<file path="src/rtl/icache_pkg.sv">
// Shared types and address-split helpers for the direct-mapped instruction cache.
package icache_pkg;

  typedef enum logic {
    IDLE   = 1'b0,
    REFILL = 1'b1
  } state_t;

  localparam logic [31:0] NOP = 32'h0000_0000;

  function automatic int off_w(input int line_words);
    return $clog2(line_words);
  endfunction

  function automatic int idx_w(input int num_lines);
    return $clog2(num_lines);
  endfunction

  // Byte-offset bits [1:0] are never part of the tag.
  function automatic int tag_w(input int num_lines, input int line_words);
    return 30 - $clog2(line_words) - $clog2(num_lines);
  endfunction

endpackage

</file>
<file path="src/rtl/icache_if.sv">
// Fetch-side and memory-side signals of the instruction cache in one bundle.
//
// Memory handshake: mem_req/mem_addr are registered by the cache and held stable
// until the rising edge on which mem_ack=1; that edge transfers mem_rdata. An ack in
// the same cycle the request first appears is legal. mem_ack is ignored when
// mem_req=0.
interface icache_if;
  logic [31:0] pc_addr;
  logic        flush;
  logic [31:0] inst_out;
  logic        inst_valid;
  logic        stall;
  logic        mem_req;
  logic [31:0] mem_addr;
  logic        mem_ack;
  logic [31:0] mem_rdata;

  modport slave (
    input  pc_addr, flush, mem_ack, mem_rdata,
    output inst_out, inst_valid, stall, mem_req, mem_addr
  );

  modport master (
    output pc_addr, flush, mem_ack, mem_rdata,
    input  inst_out, inst_valid, stall, mem_req, mem_addr
  );
endinterface

</file>
<file path="src/rtl/icache_data_ram.sv">
// Line data storage: one synchronous write port, one asynchronous read port.
module icache_data_ram
  import icache_pkg::*;
#(
  parameter int NUM_LINES  = 16,
  parameter int LINE_WORDS = 4
) (
  input  logic                          clock,
  input  logic                          we,
  input  logic [idx_w(NUM_LINES)-1:0]   w_idx,
  input  logic [off_w(LINE_WORDS)-1:0]  w_off,
  input  logic [31:0]                   w_data,
  input  logic [idx_w(NUM_LINES)-1:0]   r_idx,
  input  logic [off_w(LINE_WORDS)-1:0]  r_off,
  output logic [31:0]                   r_data
);

  logic [31:0] mem [NUM_LINES*LINE_WORDS];

  always_ff @(posedge clock) begin
    if (we) mem[{w_idx, w_off}] <= w_data;
  end

  assign r_data = mem[{r_idx, r_off}];

endmodule

</file>
<file path="src/rtl/icache.sv">
// Direct-mapped instruction cache: zero-latency hits in IDLE, sequential
// word-by-word line refill on a miss.
module icache
  import icache_pkg::*;
#(
  parameter int NUM_LINES  = 16,
  parameter int LINE_WORDS = 4
) (
  input  logic     clock,
  input  logic     reset_n,
  icache_if.slave  bus,
  output state_t   dbg_state
);

  localparam int OFF_W = off_w(LINE_WORDS);
  localparam int IDX_W = idx_w(NUM_LINES);
  localparam int TAG_W = tag_w(NUM_LINES, LINE_WORDS);

  state_t             state, state_next;
  logic [OFF_W-1:0]   pc_off, cnt;
  logic [IDX_W-1:0]   pc_idx, fill_idx;
  logic [TAG_W-1:0]   pc_tag, fill_tag;
  logic [TAG_W-1:0]   tags [NUM_LINES];
  logic [NUM_LINES-1:0] valid;
  logic               poison, req_q;
  logic [31:0]        addr_q, rd_data;
  logic               hit, start, ram_we, last_ack;
  logic               unused_pc_bits;

  assign pc_off = bus.pc_addr[2 +: OFF_W];
  assign pc_idx = bus.pc_addr[2 + OFF_W +: IDX_W];
  assign pc_tag = bus.pc_addr[31 -: TAG_W];
  assign unused_pc_bits = ^bus.pc_addr[1:0];

  assign hit      = (state == IDLE) && valid[pc_idx] && (tags[pc_idx] == pc_tag);
  // A flush on the miss edge wins; the still-missing PC restarts the refill a cycle later.
  assign start    = (state == IDLE) && !hit && !bus.flush;
  assign ram_we   = (state == REFILL) && bus.mem_ack;
  assign last_ack = ram_we && (cnt == {OFF_W{1'b1}});

  always_ff @(posedge clock or negedge reset_n) begin
    if (!reset_n) state <= IDLE;
    else          state <= state_next;
  end

  always_comb begin
    state_next = state;
    case (state)
      IDLE:    if (start)    state_next = REFILL;
      REFILL:  if (last_ack) state_next = IDLE;
      default: state_next = IDLE;
    endcase
  end

  always_ff @(posedge clock or negedge reset_n) begin
    if (!reset_n) begin
      cnt      <= '0;
      poison   <= 1'b0;
      req_q    <= 1'b0;
      addr_q   <= 32'h0;
      fill_idx <= '0;
      fill_tag <= '0;
    end else begin
      if (start) begin
        fill_idx <= pc_idx;
        fill_tag <= pc_tag;
        cnt      <= '0;
        poison   <= 1'b0;
        req_q    <= 1'b1;
        addr_q   <= {bus.pc_addr[31:OFF_W+2], {(OFF_W+2){1'b0}}};
      end else if (ram_we) begin
        cnt    <= cnt + OFF_W'(1);
        addr_q <= addr_q + 32'd4;
        if (last_ack) req_q <= 1'b0;
      end
      if (bus.flush && state == REFILL) poison <= 1'b1;
    end
  end

  // A flush on the final-ack edge also keeps the new line invalid.
  always_ff @(posedge clock or negedge reset_n) begin
    if (!reset_n)                                valid <= '0;
    else if (bus.flush)                          valid <= '0;
    else if (last_ack && !poison)                valid[fill_idx] <= 1'b1;
  end

  always_ff @(posedge clock) begin
    if (last_ack) tags[fill_idx] <= fill_tag;
  end

  icache_data_ram #(
    .NUM_LINES  (NUM_LINES),
    .LINE_WORDS (LINE_WORDS)
  ) u_data_ram (
    .clock  (clock),
    .we     (ram_we),
    .w_idx  (fill_idx),
    .w_off  (cnt),
    .w_data (bus.mem_rdata),
    .r_idx  (pc_idx),
    .r_off  (pc_off),
    .r_data (rd_data)
  );

  assign bus.inst_valid = hit;
  assign bus.stall      = !hit;
  assign bus.inst_out   = hit ? rd_data : NOP;
  assign bus.mem_req    = req_q;
  assign bus.mem_addr   = addr_q;
  assign dbg_state      = state;

endmodule

</file>
<file path="src/flat_wrapper.sv">
// flat-port wrapper written by rule: the top's interface ports become plain ports
module icache_flat import icache_pkg::*;
#(
  parameter int NUM_LINES  = 16,
  parameter int LINE_WORDS = 4
)
  (clock, reset_n, dbg_state, bus_pc_addr, bus_flush, bus_mem_ack, bus_mem_rdata, bus_inst_out, bus_inst_valid, bus_stall, bus_mem_req, bus_mem_addr);
  icache_if bus_i ();
  input  logic clock;
  input  logic reset_n;
  output state_t dbg_state;
  input wire logic [$bits(bus_i.pc_addr)-1:0] bus_pc_addr;
  input wire logic [$bits(bus_i.flush)-1:0] bus_flush;
  input wire logic [$bits(bus_i.mem_ack)-1:0] bus_mem_ack;
  input wire logic [$bits(bus_i.mem_rdata)-1:0] bus_mem_rdata;
  output wire logic [$bits(bus_i.inst_out)-1:0] bus_inst_out;
  output wire logic [$bits(bus_i.inst_valid)-1:0] bus_inst_valid;
  output wire logic [$bits(bus_i.stall)-1:0] bus_stall;
  output wire logic [$bits(bus_i.mem_req)-1:0] bus_mem_req;
  output wire logic [$bits(bus_i.mem_addr)-1:0] bus_mem_addr;
  assign bus_i.pc_addr = bus_pc_addr;
  assign bus_i.flush = bus_flush;
  assign bus_i.mem_ack = bus_mem_ack;
  assign bus_i.mem_rdata = bus_mem_rdata;
  assign bus_inst_out = bus_i.inst_out;
  assign bus_inst_valid = bus_i.inst_valid;
  assign bus_stall = bus_i.stall;
  assign bus_mem_req = bus_i.mem_req;
  assign bus_mem_addr = bus_i.mem_addr;
  icache #(.NUM_LINES(NUM_LINES), .LINE_WORDS(LINE_WORDS)) u_core (.clock(clock), .reset_n(reset_n), .bus(bus_i), .dbg_state(dbg_state));
endmodule
</file>
<file path="config.mk">
export PLATFORM = sky130hd
export DESIGN_NAME = icache_flat
export DESIGN_NICKNAME = d
export VERILOG_FILES = /design/src/rtl/icache_pkg.sv /design/src/rtl/icache_if.sv /design/src/rtl/icache_data_ram.sv /design/src/rtl/icache.sv /design/src/flat_wrapper.sv
export SDC_FILE = /design/constraint.sdc
export NUM_CORES = 2
export LEC_CHECK = 0
export ABC_AREA = 1
export CAP_MARGIN = 40
export CORE_UTILIZATION = 30
export DETAILED_ROUTE_END_ITERATION = 10
export PLACE_DENSITY_LB_ADDON = 0.05
export SYNTH_ARGS = -nofsm -noshare
export SYNTH_HDL_FRONTEND = slang
export SYNTH_SLANG_ARGS = --single-unit
</file>
<file path="constraint.sdc">
create_clock -name clock -period 8.5 [get_ports clock]
set_input_delay 2.55 -clock clock [delete_from_list [all_inputs] [get_ports clock]]
set_output_delay 2.55 -clock clock [all_outputs]
set_load 0.05 [all_outputs]
</file>
Word-level counts from Yosys, hierarchy flattened
Memory sizes are Yosys's and may differ from the RTL's.
Index checks and enable logic that the tools add are counted.
{"block": "totals", "reg_bits": 81, "latchBits": 0, "ram_bits": 2432, "romBits": 0, "inputBits": 68, "output_inout_bits": 68, "wordCells": 59, "n_memories": 2}
{"memory": "u_core.u_data_ram.mem", "words": 64, "width": 32, "read_ports": 1, "rd_ports_with_merged_regs": 0, "wr": 1, "line_no": "icache_data_ram.sv:18", "rtl": "logic [31:0] mem [NUM_LINES*LINE_WORDS];"}
{"memory": "u_core.tags", "words": 16, "width": 24, "read_ports": 1, "rd_ports_with_merged_regs": 0, "wr": 1, "line_no": "icache.sv:23", "rtl": "logic [TAG_W-1:0] tags [NUM_LINES];"}
{"block": "classes", "add_sub_neg": 2, "mul": 0, "div": 0, "magnitude_cmp": 3, "n_eq_ne": 2, "shifts": 0, "muxes": 23, "n_bitwise": 2, "n_reduce_logical": 17}
{"op": "two-way mux 32 bit", "count": 3}
{"op": "adder 32 x 3 -> 32 bit, second input constant", "count": 1}
{"op": "two-way mux 16 bit", "count": 2}
{"op": "== test 24 bit", "count": 1}
{"op": "OR 16 bit", "count": 1}
{"op": "two-way mux 1 bit", "count": 13}
{"op": "less-than comparator 4 x 5 -> 1 bit, second input constant", "count": 2}
{"op": "logical AND 1 bit", "count": 9}
{"op": "nonzero test 2 bit", "count": 4}
{"op": "binary-select mux 1 bit (select 4 bit)", "count": 1}
{"op": "demux 1 bit (select 4 bit)", "count": 1}
{"op": ">= comparator 4 x 1 -> 1 bit, second input constant", "count": 1}
{"op": "two-way mux 2 bit", "count": 2}
{"op": "zero test 1 bit", "count": 3}
{"op": "adder 2 x 1 -> 2 bit, second input constant", "count": 1}
{"op": "== test 2 bit, second input constant", "count": 1}
{"op": "one-hot mux 1 bit (2 select lines)", "count": 1}
{"op": "AND reduction 2 bit", "count": 1}
{"op": "NOT 1 bit", "count": 1}

Logic depth before layout (Yosys ltp)
{"block": "logic_depth", "word_depth": 9, "mapped_depth": 22, "mapped_depth_nobuf": 17}

Modules after synthesis
A second synthesis with hierarchy kept.
{"block": "unflattened", "hier_cells": 8840, "hier_area_um2": 102797.3}
{"module": "icache_data_ram", "instances": 1, "cells_per_inst": 6737, "area_each_um2": 82097.5}
{"module": "icache", "instances": 1, "cells_per_inst": 2103, "area_each_um2": 20699.9}

Least setup slack after synthesis
No wires, ideal clock.
{"block": "synth_timing", "kind": "input port to output port", "start": "input port bus_pc_addr[4]", "end": "output port bus_inst_out[10]", "t_arrival_ps": 5259, "t_required_ps": 5950, "setup_slack_ps": 691, "path_stages": 16, "n_path_buf": 4, "path_cell_list": "buf_4 -> inv_2 -> buf_6 -> buf_4 -> nand2_1 -> nand2_1 -> nand2_1 -> nand3_1 -> nand3_1 -> nand3_1 -> inv_1 -> nor3b_1 -> nor3b_1 -> nand3_1 -> clkbuf_1 -> nor3_1"}
{"block": "synth_via", "elab_chain_cells": 5}
{"item": "start, declared", "line_no": "flat_wrapper.sv:12", "rtl": "input wire logic [$bits(bus_i.pc_addr)-1:0] bus_pc_addr;"}
{"item": "parallel branches: the longest is 4 deep, another holds memory (16 x 24 bit)"}
{"item": "two-way mux 32 bit *", "line_no": "icache.sv:107", "rtl": "assign bus.inst_out = hit ? rd_data : NOP;"}
{"item": "end, declared", "line_no": "flat_wrapper.sv:16", "rtl": "output wire logic [$bits(bus_i.inst_out)-1:0] bus_inst_out;"}
Every way passes the cells marked *. The select of a mux whose other input is x is not followed.

Worst setup path after layout
{"block": "layout_timing", "start": "input port bus_pc_addr[4]", "end": "output port bus_inst_out[14]"}
The elaborated chain is that of the path after synthesis.

==> impl_metrics.prom <==
# TYPE chip_impl_metric gauge
chip_impl_info{name="run_status",value="finished clean"} 1
chip_impl_info{name="type_of_element_capturing_the_critical_path",value="output port"} 1
chip_impl_metric{name="ioPinCount",unit=""} 136
chip_impl_info{name="most_common_cell_after_layout_fill_and_taps_aside",value="edfxtp_1"} 1
chip_impl_metric{name="vdd.ir_drop.worst",unit="uV"} 136
chip_impl_metric{name="synth_area",unit="um2"} 101000
chip_impl_metric{name="tightest_slew",unit="ns"} 0.930
chip_impl_metric{name="cts.path.max_buffers",unit=""} 4
chip_impl_metric{name="viasPerCell",unit=""} 5.15
chip_impl_metric{name="pre_cts_ws",unit="ns"} -0.127
chip_impl_metric{name="internal_power_contribution",unit="mW"} 22.0
chip_impl_metric{name="fin_crit_sh",unit="%"} 98.0
chip_impl_metric{name="timing_max_transition_violations_final",unit=""} 0
chip_impl_metric{name="area_growth",unit="%"} 19.5
chip_impl_info{name="tritoncts_clock_tree",value="built"} 1
chip_impl_metric{name="cts.htree.levels",unit=""} 5
chip_impl_info{name="cts_root_buffer",value="clkbuf_16"} 1
chip_impl_metric{name="final_hold_viol_count",unit=""} 0
chip_impl_info{name="holdCritPathClass",value="reg2reg"} 1
chip_impl_metric{name="place_hpwl",unit="um"} 215000
chip_impl_metric{name="number_of_buffers_inserted_during_clock_tree_synthesis",unit=""} 295
chip_impl_metric{name="syn-instance-count",unit=""} 7822
chip_impl_metric{name="r2r_cells",unit=""} 8
chip_impl_metric{name="drtIter0Drc",unit=""} 5507
chip_impl_metric{name="worst_slew_margin_rel",unit="%"} 38.0
chip_impl_metric{name="post_synthesis_mean_instance_area",unit="um2"} 12.9
chip_impl_metric{name="drt.antenna.violating_nets",unit=""} 0
chip_impl_metric{name="vias",unit=""} 65877
chip_impl_metric{name="worst_reg_to_reg_setup_slack",unit="ns"} 4.83
chip_impl_info{name="r2r_end",value="u_core.u_data_ram.mem[46][4]"} 1
chip_impl_metric{name="core_area",unit="um2"} 333000
chip_impl_metric{name="finalWirelength",unit="um"} 368000
chip_impl_metric{name="fillerInstances",unit=""} 32140
chip_impl_metric{name="io_buffer_count",unit=""} 131
chip_impl_metric{name="cp_peak_stage_delay",unit="ns"} 0.45
chip_impl_metric{name="hold_buffers_post_cts",unit=""} 0
chip_impl_metric{name="cp.arrival",unit="ns"} 5.78
chip_impl_info{name="min-delay-start",value="u_core.valid[0]"} 1
chip_impl_metric{name="seq_area_frac_synth",unit="%"} 74.6
chip_impl_metric{name="worst_slack",unit="ns"} 0.167
chip_impl_metric{name="post_synth_num_cell_types",unit=""} 36
chip_impl_info{name="worst_hold_path.endpoint",value="u_core.valid[0]"} 1
chip_impl_metric{name="wl_per_instance",unit="um"} 28.8
chip_impl_info{name="rsz0062_at_grt",value="false"} 1
chip_impl_metric{name="finalSetupViolCount",unit=""} 0
chip_impl_metric{name="postCtsSetupRepairBufs",unit=""} 0
chip_impl_metric{name="number_of_global_route_vias_before_repair",unit=""} 64847
chip_impl_info{name="worst_path_max_delay_cell",value="nor4_1"} 1
chip_impl_info{name="cpMostUsedCell",value="buf_12"} 1
chip_impl_metric{name="finalSetupTns",unit="ns"} 0
chip_impl_metric{name="p_comb_share",unit="%"} 10.7
chip_impl_info{name="r2r_start",value="u_core.dbg_state"} 1
chip_impl_metric{name="finish.net_count",unit=""} 8241
chip_impl_metric{name="pwr-share-clk",unit="%"} 40.0
chip_impl_info{name="most_frequent_cells_in_the_layout",value="edfxtp_1, nand2_1, nor2_1"} 1
chip_impl_metric{name="die_width",unit="um"} 581
chip_impl_metric{name="pwr-share-seq",unit="%"} 49.3
chip_impl_metric{name="placementRows",unit=""} 212
chip_impl_metric{name="clock-sinks",unit=""} 2511
chip_impl_metric{name="route.detailed.drc",unit=""} 0
chip_impl_metric{name="cellPowerDensity",unit="nW/um2"} 248
chip_impl_info{name="crit_chain",value="buf_8, clkinv_8, buf_12, buf_12, o21ai_0, nand3_1, nand3_1, nand2_1, nand2_1, nand2_1, nor4_1, nand3_2, buf_12, buf_4, nor3_1, buf_4, buf_12"} 1
chip_impl_metric{name="critical_path_required",unit="ns"} 5.95
chip_impl_metric{name="min_delay_path_depth",unit=""} 2
chip_impl_metric{name="leakage",unit="nW"} 40.5
chip_impl_metric{name="cts.reportedPaths.clkPinSlew",unit="ns"} 0.05
chip_impl_metric{name="p_sw_share",unit="%"} 26.3
chip_impl_metric{name="grt_first_pass_wirelength",unit="um"} 515000
chip_impl_metric{name="clk-insertion-delay-late",unit="ns"} 0.90
chip_impl_metric{name="pin_count_of_the_biggest_net_entering_global_routing",unit=""} 149
chip_impl_info{name="critical_path.startpoint_type",value="input pin"} 1
chip_impl_metric{name="grt_antenna_before_repair",unit=""} 18
chip_impl_metric{name="die-area",unit="um2"} 338000
chip_impl_metric{name="flip_flop_and_latch_count_after_synthesis",unit=""} 2511
chip_impl_metric{name="initial_core_util",unit="%"} 30.2
chip_impl_metric{name="achievable-frequency",unit="MHz"} 120
chip_impl_metric{name="dr.pass1.iters",unit=""} 6
chip_impl_metric{name="power.net_switching",unit="mW"} 7.85
chip_impl_metric{name="layout-drive-gt1-share",unit="%"} 12.2
chip_impl_metric{name="drv_cap",unit=""} 0
chip_impl_metric{name="gp_congestion",unit=""} 0.775
chip_impl_metric{name="clock_skew",unit="ns"} 0.0448
chip_impl_info{name="crit_type",value="in2out"} 1
chip_impl_metric{name="period_needed",unit="ns"} 8.33
chip_impl_metric{name="path_max_fanout",unit=""} 42
chip_impl_metric{name="gr_overflow_total",unit=""} 0
chip_impl_metric{name="fp.dieH",unit="um"} 581
chip_impl_metric{name="globalRouteTotalUtil",unit="%"} 21.4
chip_impl_metric{name="synth.yosys.warnings",unit=""} 0
==> power groups by stage <==
stage	combinational, mW	clock [mW]	sequential [mW]
after floorplan	1.30	0	15.0
after detailed placement	3.24	0	15.0
after CTS	3.25	12.2	14.7
final	3.18	11.9	14.7
after global placement	3.13	0	15.0
after global routing	3.42	12.7	14.8
==> state kept, by name, indices dropped and copies added (netlist names) <==
register               flops
u_core.bus.mem_addr       30
u_core.bus.mem_req         1
u_core.cnt                 2
u_core.dbg_state           1
u_core.fill_idx            4
u_core.fill_tag           24
u_core.poison              1
u_core.tags              384
u_core.u_data_ram.mem   2048
u_core.valid              16
==> kinds of logic (layout without fill, tap and decap cells) <==
| group | count (synthesis) | in the layout | share of synthesized area [%] |
|---|---|---|---|
| AOI/OAI and AO/OA | 1742 | 1742 | 11.0 |
| xor gates and xnor gates | 21 | 21 | 0.183 |
| adders and majority gates | 2 | 2 | 0.0249 |
| buffers and inverters | 754 | 1312 | 3.04 |
| DFF | 2511 | 2511 | 74.6 |
| other | 1 | 17 | 0.00373 |
| and+or+nand+nor | 2791 | 2791 | 11.2 |
==> layout make-up <==
type                       count  area [um2]  area share [%]
clock buffer                 392        8000            6.65
antenna                       15        37.5          0.0312
sequential                  2511       75000            62.4
tap                         4387        5490            4.57
timing repair buffer         616        7000            5.82
inverter                     189         751           0.625
clock inverter               115         822           0.684
multi-input combinational   4558       23100            19.2
==> stage by stage <==
step | cells | total power [mW] | util (%) | area (um2) | hold WS, ns
after detailed placement | 12261 | 18.2 | 33.4 | 111000 | 0.479
after global placement | 12202 | 18.1 | 33.0 | 110000 | 0.472
after CTS | 12768 | 30.2 | 36.0 | 120000 | 0.493
after floorplan | 7823 | 16.3 | - | 101000 | 0.457
after global routing | 12769 | 30.8 | 36.0 | 120000 | 0.501
final | 12783 | 29.8 | 36.0 | 120000 | 0.489
==> Yosys cell counts, drive strengths merged <==
| cell type | instances | area (um2) |
|---|---|---|
| nor3b | 2 | 15.0 |
| nor4b | 1 | 8.76 |
| nand4 | 14 | 87.6 |
| edfxtp | 2432 | 73000 |
| nor4 | 3 | 18.8 |
| o31ai | 1 | 7.51 |
| nor3 | 57 | 305 |
| o22ai | 64 | 400 |
| nand2 | 1391 | 5220 |
| conb | 1 | 3.75 |
| xor2 | 17 | 149 |
| clkinv | 8 | 30.0 |
| a221oi | 45 | 394 |
| or2 | 1 | 6.26 |
| nor2 | 803 | 3010 |
| nand3 | 519 | 2600 |
| clkbuf | 401 | 1510 |
| o21ai | 647 | 3240 |
| dfrtp | 79 | 1980 |
| a221o | 145 | 1450 |
| a32o | 50 | 500 |
| inv | 181 | 679 |
| buf | 164 | 841 |
| o211ai | 121 | 908 |
| xnor2 | 4 | 35.0 |
| o221ai | 202 | 1770 |
| a21o | 1 | 7.51 |
| a21oi | 458 | 2290 |
| a31oi | 8 | 50.1 |
| ha | 2 | 25.0 |
==> worst max-delay path, delay by kind of cell <==
family,cells,cell delay (ns)
AOI/OAI and AO/OA,1,0.17
and+or+nand+nor,8,1.37
buffers and inverters,8,1.60
==> how the worst max path moves through the flow <==
stage                               from          endpoint  depth (start not counted)
final                     bus_pc_addr[4]  bus_inst_out[14]                         17
after global routing      bus_pc_addr[4]  bus_inst_out[22]                         17
after CTS                 bus_pc_addr[2]   bus_inst_out[2]                         14
after detailed placement  bus_pc_addr[2]  bus_inst_out[10]                         12
after global placement    bus_pc_addr[2]  bus_inst_out[10]                         12
after floorplan           bus_pc_addr[4]  bus_inst_out[10]                         16
==> per-layer routing <==
| layer | wire (um) | track usage [%] | vias to the layer above |
|---|---|---|---|
| li1 | - | - | 29764 |
| met3 | 14700 | 2.27 | 439 |
| met1 | 162000 | 28.4 | 34073 |
| met2 | 181000 | 36.7 | 1601 |
| met5 | 0 | 0 | - |
| met4 | 10500 | 6.13 | 0 |
==> timing repair <==
item / in CTS / in global routing
gates resized for setup: 1 / 2
setup endpoints to repair: 1 / 4
pin swaps: 0 / 0
(Power assumes the default switching activity.)
